## src/rtl/bht_pht_predictor_if.sv

```systemverilog
// Predictor-side bundle shared with the pipelined MIPS datapath.
// master: datapath side (drives PCs, instruction, pipeline control, outcome)
// slave : predictor side (returns decode, prediction and misprediction flags)
interface bht_pht_predictor_if;
  logic [31:0] pcF;
  logic [31:0] instrD;
  logic        stallD;
  logic        flushD;
  logic        flushE;
  logic [31:0] pcM;
  logic        actual_takeM;
  logic        branchD;
  logic        pred_takeD;
  logic        branchM;
  logic        pred_takeM;
  logic        mispredM;

  modport master (
    output pcF, instrD, stallD, flushD, flushE, pcM, actual_takeM,
    input  branchD, pred_takeD, branchM, pred_takeM, mispredM
  );

  modport slave (
    input  pcF, instrD, stallD, flushD, flushE, pcM, actual_takeM,
    output branchD, pred_takeD, branchM, pred_takeM, mispredM
  );
endinterface

```

## src/rtl/bht_pht_predictor.sv

```systemverilog
// Two-level branch predictor: per-PC local history (BHT) indexes, XORed with
// PC bits, a table of 2-bit saturating counters (PHT). Lookup in F, prediction
// visible in D, metadata carried to M where the tables are trained.
// Optional build macro BP_GSHARE_EN: replaces the BHT with one global history
// register (gshare); BHT_IDX_W is then unused.
module bht_pht_predictor #(
  parameter int BHT_IDX_W = 6,
  parameter int HIST_W    = 6
) (
  input logic clk,
  input logic rst,
  bht_pht_predictor_if.slave bp
);

  localparam int PHT_N = 1 << HIST_W;

  logic [1:0] pht_q [PHT_N];
  logic [1:0] pht_d [PHT_N];

`ifdef BP_GSHARE_EN
  logic [HIST_W-1:0] ghr_q, ghr_d;
`else
  localparam int BHT_N = 1 << BHT_IDX_W;
  logic [HIST_W-1:0]    bht_q [BHT_N];
  logic [HIST_W-1:0]    bht_d [BHT_N];
  logic [BHT_IDX_W-1:0] bht_idxF, bht_idxM;
`endif

  logic [HIST_W-1:0] histF, histM, phtidxF;
  logic              predF;
  logic [5:0]        opcodeD;
  logic [4:0]        rtD;
  logic              branch_dec;
  logic              pred_takeD_int;

  logic              predD_q, predD_d;
  logic [HIST_W-1:0] phtidxD_q, phtidxD_d;
  logic              branchE_q, branchE_d;
  logic              pred_takeE_q, pred_takeE_d;
  logic [HIST_W-1:0] phtidxE_q, phtidxE_d;
  logic              branchM_q, branchM_d;
  logic              pred_takeM_q, pred_takeM_d;
  logic [HIST_W-1:0] phtidxM_q, phtidxM_d;

  // Only a slice of each PC and instruction is meaningful here.
  logic unused_bits;
  assign unused_bits = ^{bp.pcF, bp.pcM, bp.instrD};

  // History source for the F lookup and for M training.
`ifdef BP_GSHARE_EN
  always_comb begin
    histF = ghr_q;
    histM = ghr_q;
  end
`else
  always_comb begin
    bht_idxF = bp.pcF[BHT_IDX_W+1:2];
    bht_idxM = bp.pcM[BHT_IDX_W+1:2];
    histF    = bht_q[bht_idxF];
    histM    = bht_q[bht_idxM];
  end
`endif

  // F lookup: history hashed with PC, counter MSB is the prediction.
  always_comb begin
    phtidxF = histF ^ bp.pcF[HIST_W+1:2];
    predF   = pht_q[phtidxF][1];
  end

  // Conditional-branch decode; regimm links (rt[4]=1) and jumps excluded.
  always_comb begin
    opcodeD    = bp.instrD[31:26];
    rtD        = bp.instrD[20:16];
    branch_dec = 1'b0;
    case (opcodeD)
      6'b000100, 6'b000101, 6'b000110, 6'b000111: branch_dec = 1'b1;
      6'b000001: branch_dec = (rtD[4:1] == 4'b0000);
      default:   branch_dec = 1'b0;
    endcase
    pred_takeD_int = branch_dec & predD_q;
  end

  // Metadata pipeline F->D->E->M; flushD beats stallD.
  always_comb begin
    predD_d   = predD_q;
    phtidxD_d = phtidxD_q;
    if (bp.flushD) begin
      predD_d   = 1'b0;
      phtidxD_d = '0;
    end else if (!bp.stallD) begin
      predD_d   = predF;
      phtidxD_d = phtidxF;
    end

    branchE_d    = branch_dec;
    pred_takeE_d = pred_takeD_int;
    phtidxE_d    = phtidxD_q;
    if (bp.flushE) begin
      branchE_d    = 1'b0;
      pred_takeE_d = 1'b0;
      phtidxE_d    = '0;
    end

    branchM_d    = branchE_q;
    pred_takeM_d = pred_takeE_q;
    phtidxM_d    = phtidxE_q;
  end

  // Training at M: shift outcome into history, saturate the carried counter.
  always_comb begin
    pht_d = pht_q;
`ifdef BP_GSHARE_EN
    ghr_d = ghr_q;
`else
    bht_d = bht_q;
`endif
    if (branchM_q) begin
`ifdef BP_GSHARE_EN
      ghr_d = {histM[HIST_W-2:0], bp.actual_takeM};
`else
      bht_d[bht_idxM] = {histM[HIST_W-2:0], bp.actual_takeM};
`endif
      if (bp.actual_takeM && pht_q[phtidxM_q] != 2'b11)
        pht_d[phtidxM_q] = pht_q[phtidxM_q] + 2'b01;
      else if (!bp.actual_takeM && pht_q[phtidxM_q] != 2'b00)
        pht_d[phtidxM_q] = pht_q[phtidxM_q] - 2'b01;
    end
  end

  // Table state; counters reset to weakly not-taken.
  always_ff @(posedge clk or posedge rst) begin
    if (rst) begin
      for (int i = 0; i < PHT_N; i++) pht_q[i] <= 2'b01;
`ifdef BP_GSHARE_EN
      ghr_q <= '0;
`else
      for (int i = 0; i < BHT_N; i++) bht_q[i] <= '0;
`endif
    end else begin
      pht_q <= pht_d;
`ifdef BP_GSHARE_EN
      ghr_q <= ghr_d;
`else
      bht_q <= bht_d;
`endif
    end
  end

  // Pipeline metadata registers.
  always_ff @(posedge clk or posedge rst) begin
    if (rst) begin
      predD_q      <= 1'b0;
      phtidxD_q    <= '0;
      branchE_q    <= 1'b0;
      pred_takeE_q <= 1'b0;
      phtidxE_q    <= '0;
      branchM_q    <= 1'b0;
      pred_takeM_q <= 1'b0;
      phtidxM_q    <= '0;
    end else begin
      predD_q      <= predD_d;
      phtidxD_q    <= phtidxD_d;
      branchE_q    <= branchE_d;
      pred_takeE_q <= pred_takeE_d;
      phtidxE_q    <= phtidxE_d;
      branchM_q    <= branchM_d;
      pred_takeM_q <= pred_takeM_d;
      phtidxM_q    <= phtidxM_d;
    end
  end

  // Outputs.
  always_comb begin
    bp.branchD    = branch_dec;
    bp.pred_takeD = pred_takeD_int;
    bp.branchM    = branchM_q;
    bp.pred_takeM = pred_takeM_q;
    bp.mispredM   = branchM_q & (pred_takeM_q != bp.actual_takeM);
  end

endmodule

```

## src/flat_wrapper.sv

```systemverilog
// flat-port wrapper written by rule: the top's interface ports become plain ports
module bht_pht_predictor_flat 
#(
  parameter int BHT_IDX_W = 6,
  parameter int HIST_W    = 6
)
  (clk, rst, bp_pcF, bp_instrD, bp_stallD, bp_flushD, bp_flushE, bp_pcM, bp_actual_takeM, bp_branchD, bp_pred_takeD, bp_branchM, bp_pred_takeM, bp_mispredM);
  bht_pht_predictor_if bp_i ();
  input logic clk;
  input logic rst;
  input wire logic [$bits(bp_i.pcF)-1:0] bp_pcF;
  input wire logic [$bits(bp_i.instrD)-1:0] bp_instrD;
  input wire logic [$bits(bp_i.stallD)-1:0] bp_stallD;
  input wire logic [$bits(bp_i.flushD)-1:0] bp_flushD;
  input wire logic [$bits(bp_i.flushE)-1:0] bp_flushE;
  input wire logic [$bits(bp_i.pcM)-1:0] bp_pcM;
  input wire logic [$bits(bp_i.actual_takeM)-1:0] bp_actual_takeM;
  output wire logic [$bits(bp_i.branchD)-1:0] bp_branchD;
  output wire logic [$bits(bp_i.pred_takeD)-1:0] bp_pred_takeD;
  output wire logic [$bits(bp_i.branchM)-1:0] bp_branchM;
  output wire logic [$bits(bp_i.pred_takeM)-1:0] bp_pred_takeM;
  output wire logic [$bits(bp_i.mispredM)-1:0] bp_mispredM;
  assign bp_i.pcF = bp_pcF;
  assign bp_i.instrD = bp_instrD;
  assign bp_i.stallD = bp_stallD;
  assign bp_i.flushD = bp_flushD;
  assign bp_i.flushE = bp_flushE;
  assign bp_i.pcM = bp_pcM;
  assign bp_i.actual_takeM = bp_actual_takeM;
  assign bp_branchD = bp_i.branchD;
  assign bp_pred_takeD = bp_i.pred_takeD;
  assign bp_branchM = bp_i.branchM;
  assign bp_pred_takeM = bp_i.pred_takeM;
  assign bp_mispredM = bp_i.mispredM;
  bht_pht_predictor #(.BHT_IDX_W(BHT_IDX_W), .HIST_W(HIST_W)) u_core (.clk(clk), .rst(rst), .bp(bp_i));
endmodule
```

## config.mk

```make
export PLATFORM = sky130hd
export DESIGN_NAME = bht_pht_predictor_flat
export DESIGN_NICKNAME = d
export VERILOG_FILES = /design/src/rtl/bht_pht_predictor_if.sv /design/src/rtl/bht_pht_predictor.sv /design/src/flat_wrapper.sv
export SDC_FILE = /design/constraint.sdc
export NUM_CORES = 1
export LEC_CHECK = 0
export CAP_MARGIN = 20
export CORE_MARGIN = 8
export CORE_UTILIZATION = 45
export DETAILED_ROUTE_END_ITERATION = 8
export GPL_ROUTABILITY_DRIVEN = 0
export REMOVE_ABC_BUFFERS = 1
export SKIP_LAST_GASP = 1
export SYNTH_ARGS = -nofsm -noshare
export SYNTH_HDL_FRONTEND = slang
export SYNTH_SLANG_ARGS = --single-unit
```

## constraint.sdc

```tcl
create_clock -name clk -period 21.4 [get_ports clk]
set_clock_uncertainty 0.15 [all_clocks]
set_input_delay 3.21 -clock clk [delete_from_list [all_inputs] [get_ports clk]]
set_output_delay 3.21 -clock clk [all_outputs]
set_load 0.02 [all_outputs]
```

### Yosys cells after proc, flatten, opt, wreduce, memory -nomap -nowiden

Cells that the tools add are included.

* flip-flop bits (word level): 535
* bits of input ports: 102
* output and inout bits: 5
* word-level logic and storage cells: 198

* add/subtract/negate cells: 2
* magnitude comparators: 6
* equal/unequal tests: 8
* muxes and demuxes: 29
* bitwise gates (word level): 7
* reduce and logical (&&, ||, !) cells: 10

Operators by type and width (number)
* 384-bit bitwise mux: 1
* 128-bit bitwise mux: 2
* 128-bit 2-to-1 mux: 2
* 6-bit binary-select mux with 6-bit select: 2
* 6-bit demux with 6-bit select: 1
* 6-bit 2-to-1 mux: 6
* 7-bit greater-or-equal comparator, second input constant: 4
* 6-bit inverter with 7-bit output: 4
* 2-bit binary-select mux with 6-bit select: 2
* 6-bit by 3-bit == test with 1-bit output, second input constant: 4
* 7-bit by 1-bit less-than comparator with 1-bit output, second input constant: 2
* 2-bit demux with 6-bit select: 1
* 2-bit 2-to-1 mux: 5
* 5-bit 2-to-1 mux: 2
* 6-bit by 1-bit == test with 1-bit output, second input constant: 1
* 6-bit XOR: 1
* 1-bit logical AND: 4
* 4-bit logical NOT: 1
* 1-bit 2-to-1 mux: 4
* 2-bit nonzero test: 2
* 4-bit OR reduction: 1
* 2-bit by 1-bit adder with 2-bit output, second input constant: 1
* 1-bit bitwise AND: 2
* 2-bit by 1-bit inequality test with 1-bit output, second input constant: 1
* other kinds (6): 6

### Depth between registers and ports, before layout

* depth after elaboration: 11
* mapped depth: 19

### Least setup slack after synthesis

No wires, ideal clock.

* path kind: input to output
* start point: in bp_instrD[18]
* end point: out bp_pred_takeD
* arrival: 4.629 ns
* setup slack: 13.411 ns
* cell stages on the path: 4
* cells stage by stage: nor4_1 > a31oi_1 > nor4_1 > and2_1

* longest elaborated chain between the ends: 3

Ends and longest elaborated chain
* start, declared: RTL line flat_wrapper.sv:12 `input wire logic [$bits(bp_i.instrD)-1:0] bp_instrD;`
* 4-bit logical NOT: RTL line bht_pht_predictor.sv:77 `6'b000001: branch_dec = (rtD[4:1] == 4'b0000);`
* 1-bit case mux with 2 select lines: RTL line bht_pht_predictor.sv:75 `case (opcodeD)`
* named net bp_branchD: RTL line flat_wrapper.sv:18 `output wire logic [$bits(bp_i.branchD)-1:0] bp_branchD;`
* 1-bit bitwise AND: RTL line bht_pht_predictor.sv:80 `pred_takeD_int = branch_dec & predD_q;`
* end, declared: RTL line flat_wrapper.sv:19 `output wire logic [$bits(bp_i.pred_takeD)-1:0] bp_pred_takeD;`

The timed path passes the listed nets, and every way through them passes these cells.

### Final worst setup path

* start point: in bp_instrD[18]
* end point: out bp_pred_takeD

* longest elaborated chain between the ends: 3

Ends and longest elaborated chain (RTL line)
* 4-bit logical NOT: bht_pht_predictor.sv:77
* 1-bit case mux with 2 select lines: bht_pht_predictor.sv:75
* 1-bit bitwise AND: bht_pht_predictor.sv:80

No other way between the ends.

==> metrics <==
status=finished clean; most common cell after layout, fill and taps aside=dfrtp_1; number of synthesis warnings=0; Seq cells post-synth=535; HP Class=reg -> reg; mapped cell area=about 0.027 mm2; Hold Fails Final Rpt=0; number of global-route vias before repair=~21,000; CTS resizes=0; Post-synth EDFFs=0; Pwr per Cell Area=78.7 mW/mm2; worst r2r path cells=15; crit-path max FO=3; DR vias/cell=6.40; post-synthesis cell count=2,507; CTS sink count=between 500 and 600; GRT overflow=0; largest net degree at the start of global routing=approximately 140; number of port buffers=32; routed len/inst=26.4 um; CTS HTree Levels=2; hold wc startpoint=u_core.pred_takeE_q; Core Area=0.0590 mm2; DR vias=around 21,000; total CTS buffers=59; Netlist cell types=71; clock buffer depth=3; Slew Viols, Final=0; Crit Reg-Reg Startpoint=u_core.phtidxM_q[2]; top cell type's share of synthesized area=0.439; Final ANT Viol Nets=0; Peak VDD IR=just over 0.08 mV; post-layout power=0.00233 W; Yosys top cell by area=dfrtp_1; fin crit period=8.51 ns; hold depth=0; CTS root buffer=clkbuf_16; Leakage=12.7 nW; post-CTS setup buffer count=0; initial antenna violation count=4; Worst Path Class, Setup=in -> out; worst-margin pin slew=1.07 ns; register area share after synthesis=0.502; startpoint types=primary input; fraction of layout cells with a size suffix above 1=0.207; layout net count=2,537; most frequent cells in the layout=dfrtp_1 (471), nor2_1 (269), nand2_1 (268); Initial Util=0.455; CTS tree=done; Routed WL=85.9 mm; die area=0.0677 mm2; fraction of registers with async set/reset=1.00; Critical Path AT=~5.2 ns; Reg clk slew, reported paths=roughly 0.050 ns; hold-fix buffer count after cts=0; final period utilization=0.398; Synth area leaders=dfrtp_1 (44%), mux2_2 (8.0%), dfstp_2 (6.3%); Top Ports=107; worst-skew pair later-pin latency=0.64 ns; First DRT Iteration DRCs=2,037; Fmax achieved=about 120 MHz; row cnt=89; synthesized area per cell=10.7 um2; Worst Setup End Kind=output pin; DRC=0; Area Growth Syn to Fin=10.5%; first-pass GRT wire length=about 130 mm; Die W=approximately 260 um; slew margin rel.=0.285; 1st-pass router iterations=6; die span in y=260 um; source of the critical timing path=bp_instrD[18]; RSZ-0062 raised after global routing=no; top_reg_cell synth=dfrtp_1; Max-Cap Viols=0; detailed-placement wirelength estimate=53.0 mm; GRT Total Usage=0.249; # setup viols final=0; Worst Path Required=roughly 18 ns; setup TNS=0 ns
==> layout make-up <==
| type | count | area, um2 |
|---|---|---|
| fillers | 5295 | 29400 |
| flip-flops and latches | 535 | 13500 |
| multi-input cells | 1732 | 12300 |
| clock buffers | 88 | 1710 |
| well taps | 773 | 967 |
| repair buffers | 91 | 779 |
| clock inverters | 22 | 362 |
| inverters | 14 | 60.1 |
| diodes | 1 | 2.50 |
==> cells in the mapped netlist (6+ instances only) <==
cell / count
dfrtp_1: 471
nor2_1: 270
nand2_1: 268
mux2_2: 191
a22oi_1: 175
o21ai_0: 175
a21oi_1: 169
clkbuf_1: 166
mux2i_1: 100
mux4_2: 66
dfstp_2: 64
a22o_1: 42
a221oi_1: 39
a31oi_1: 36
nand4_1: 27
nand3_1: 22
buf_6: 17
buf_2: 16
o21ai_1: 13
and2_1: 12
buf_1: 12
inv_1: 12
nor2b_1: 12
nand3b_1: 8
mux4_1: 7
nor3_1: 7
nor3b_1: 7
and3_1: 6
and3b_1: 6
buf_4: 6
==> metal layers <==
metal  vias up  share of wire  global-route usage
met3       234           0.10              0.0624
met4         4          0.037               0.101
met2      1120           0.44               0.366
met1     10500           0.42               0.350
li1       9016              -                   -
met5         -        0.00031                   0
==> metrics by stage <==
| stage | cell area [um2] | hold WS, ns | util | std cells | setup WS (ns) |
|---|---|---|---|---|---|
| floorplan | 25700 | 0.181 | - | 2281 | 3.19 |
| global placement | 27600 | 0.184 | 0.467 | 3144 | 12.38 |
| detailed placement | 27600 | 0.187 | 0.467 | 3144 | 12.35 |
| CTS | 29600 | 0.200 | 0.502 | 3254 | 12.87 |
| global route | 29700 | 0.206 | 0.503 | 3255 | 12.70 |
| finish | 29700 | 0.197 | 0.503 | 3256 | 12.89 |
==> critical path, cell delays in order <==
cell,delay (ns)
clkdlybuf4s50_1,0.40
nor4_1,0.27
a31oi_1,0.12
nor4_1,0.35
and2_1,0.19
clkdlybuf4s50_1,0.60
==> power breakdown <==
part | internal [W] | switching (W) | total [W] | leakage (nW)
registers | 0.00103 | 0.0000116 | 0.00104 | 7.21
clock network | 0.000657 | 0.000426 | 0.00108 | 1.02
logic | 0.0000588 | 0.000151 | 0.000210 | 4.52
total | 0.00174 | 0.000589 | 0.00233 | 12.7
==> final timing paths <==
kind,endpoint,slack (ns)
min in group asynchronous,u_core.bht_q[174],3.05
worst max register to register,u_core.pht_q[105],15.50
worst min register to register,u_core.bp.pred_takeM,0.20
max in group asynchronous,u_core.bht_q[284],15.65
worst max-delay path,bp_pred_takeD,12.89
worst min-delay path,u_core.bp.pred_takeM,0.20
==> logic make-up (layout without fill, tap and decap cells) <==
kind of cell,after synthesis,in the layout,synth area share
muxes,366,366,0.181
adders and majority gates,2,2,0.000932
and+or+nand+nor,686,686,0.113
other,0,1,0
DFF,535,535,0.502
buffers and inverters,240,215,0.0435
AOI/OAI and AO/OA,674,674,0.158
xor gates and xnor gates,4,4,0.00131
Power figures use the tool's default switching activity.
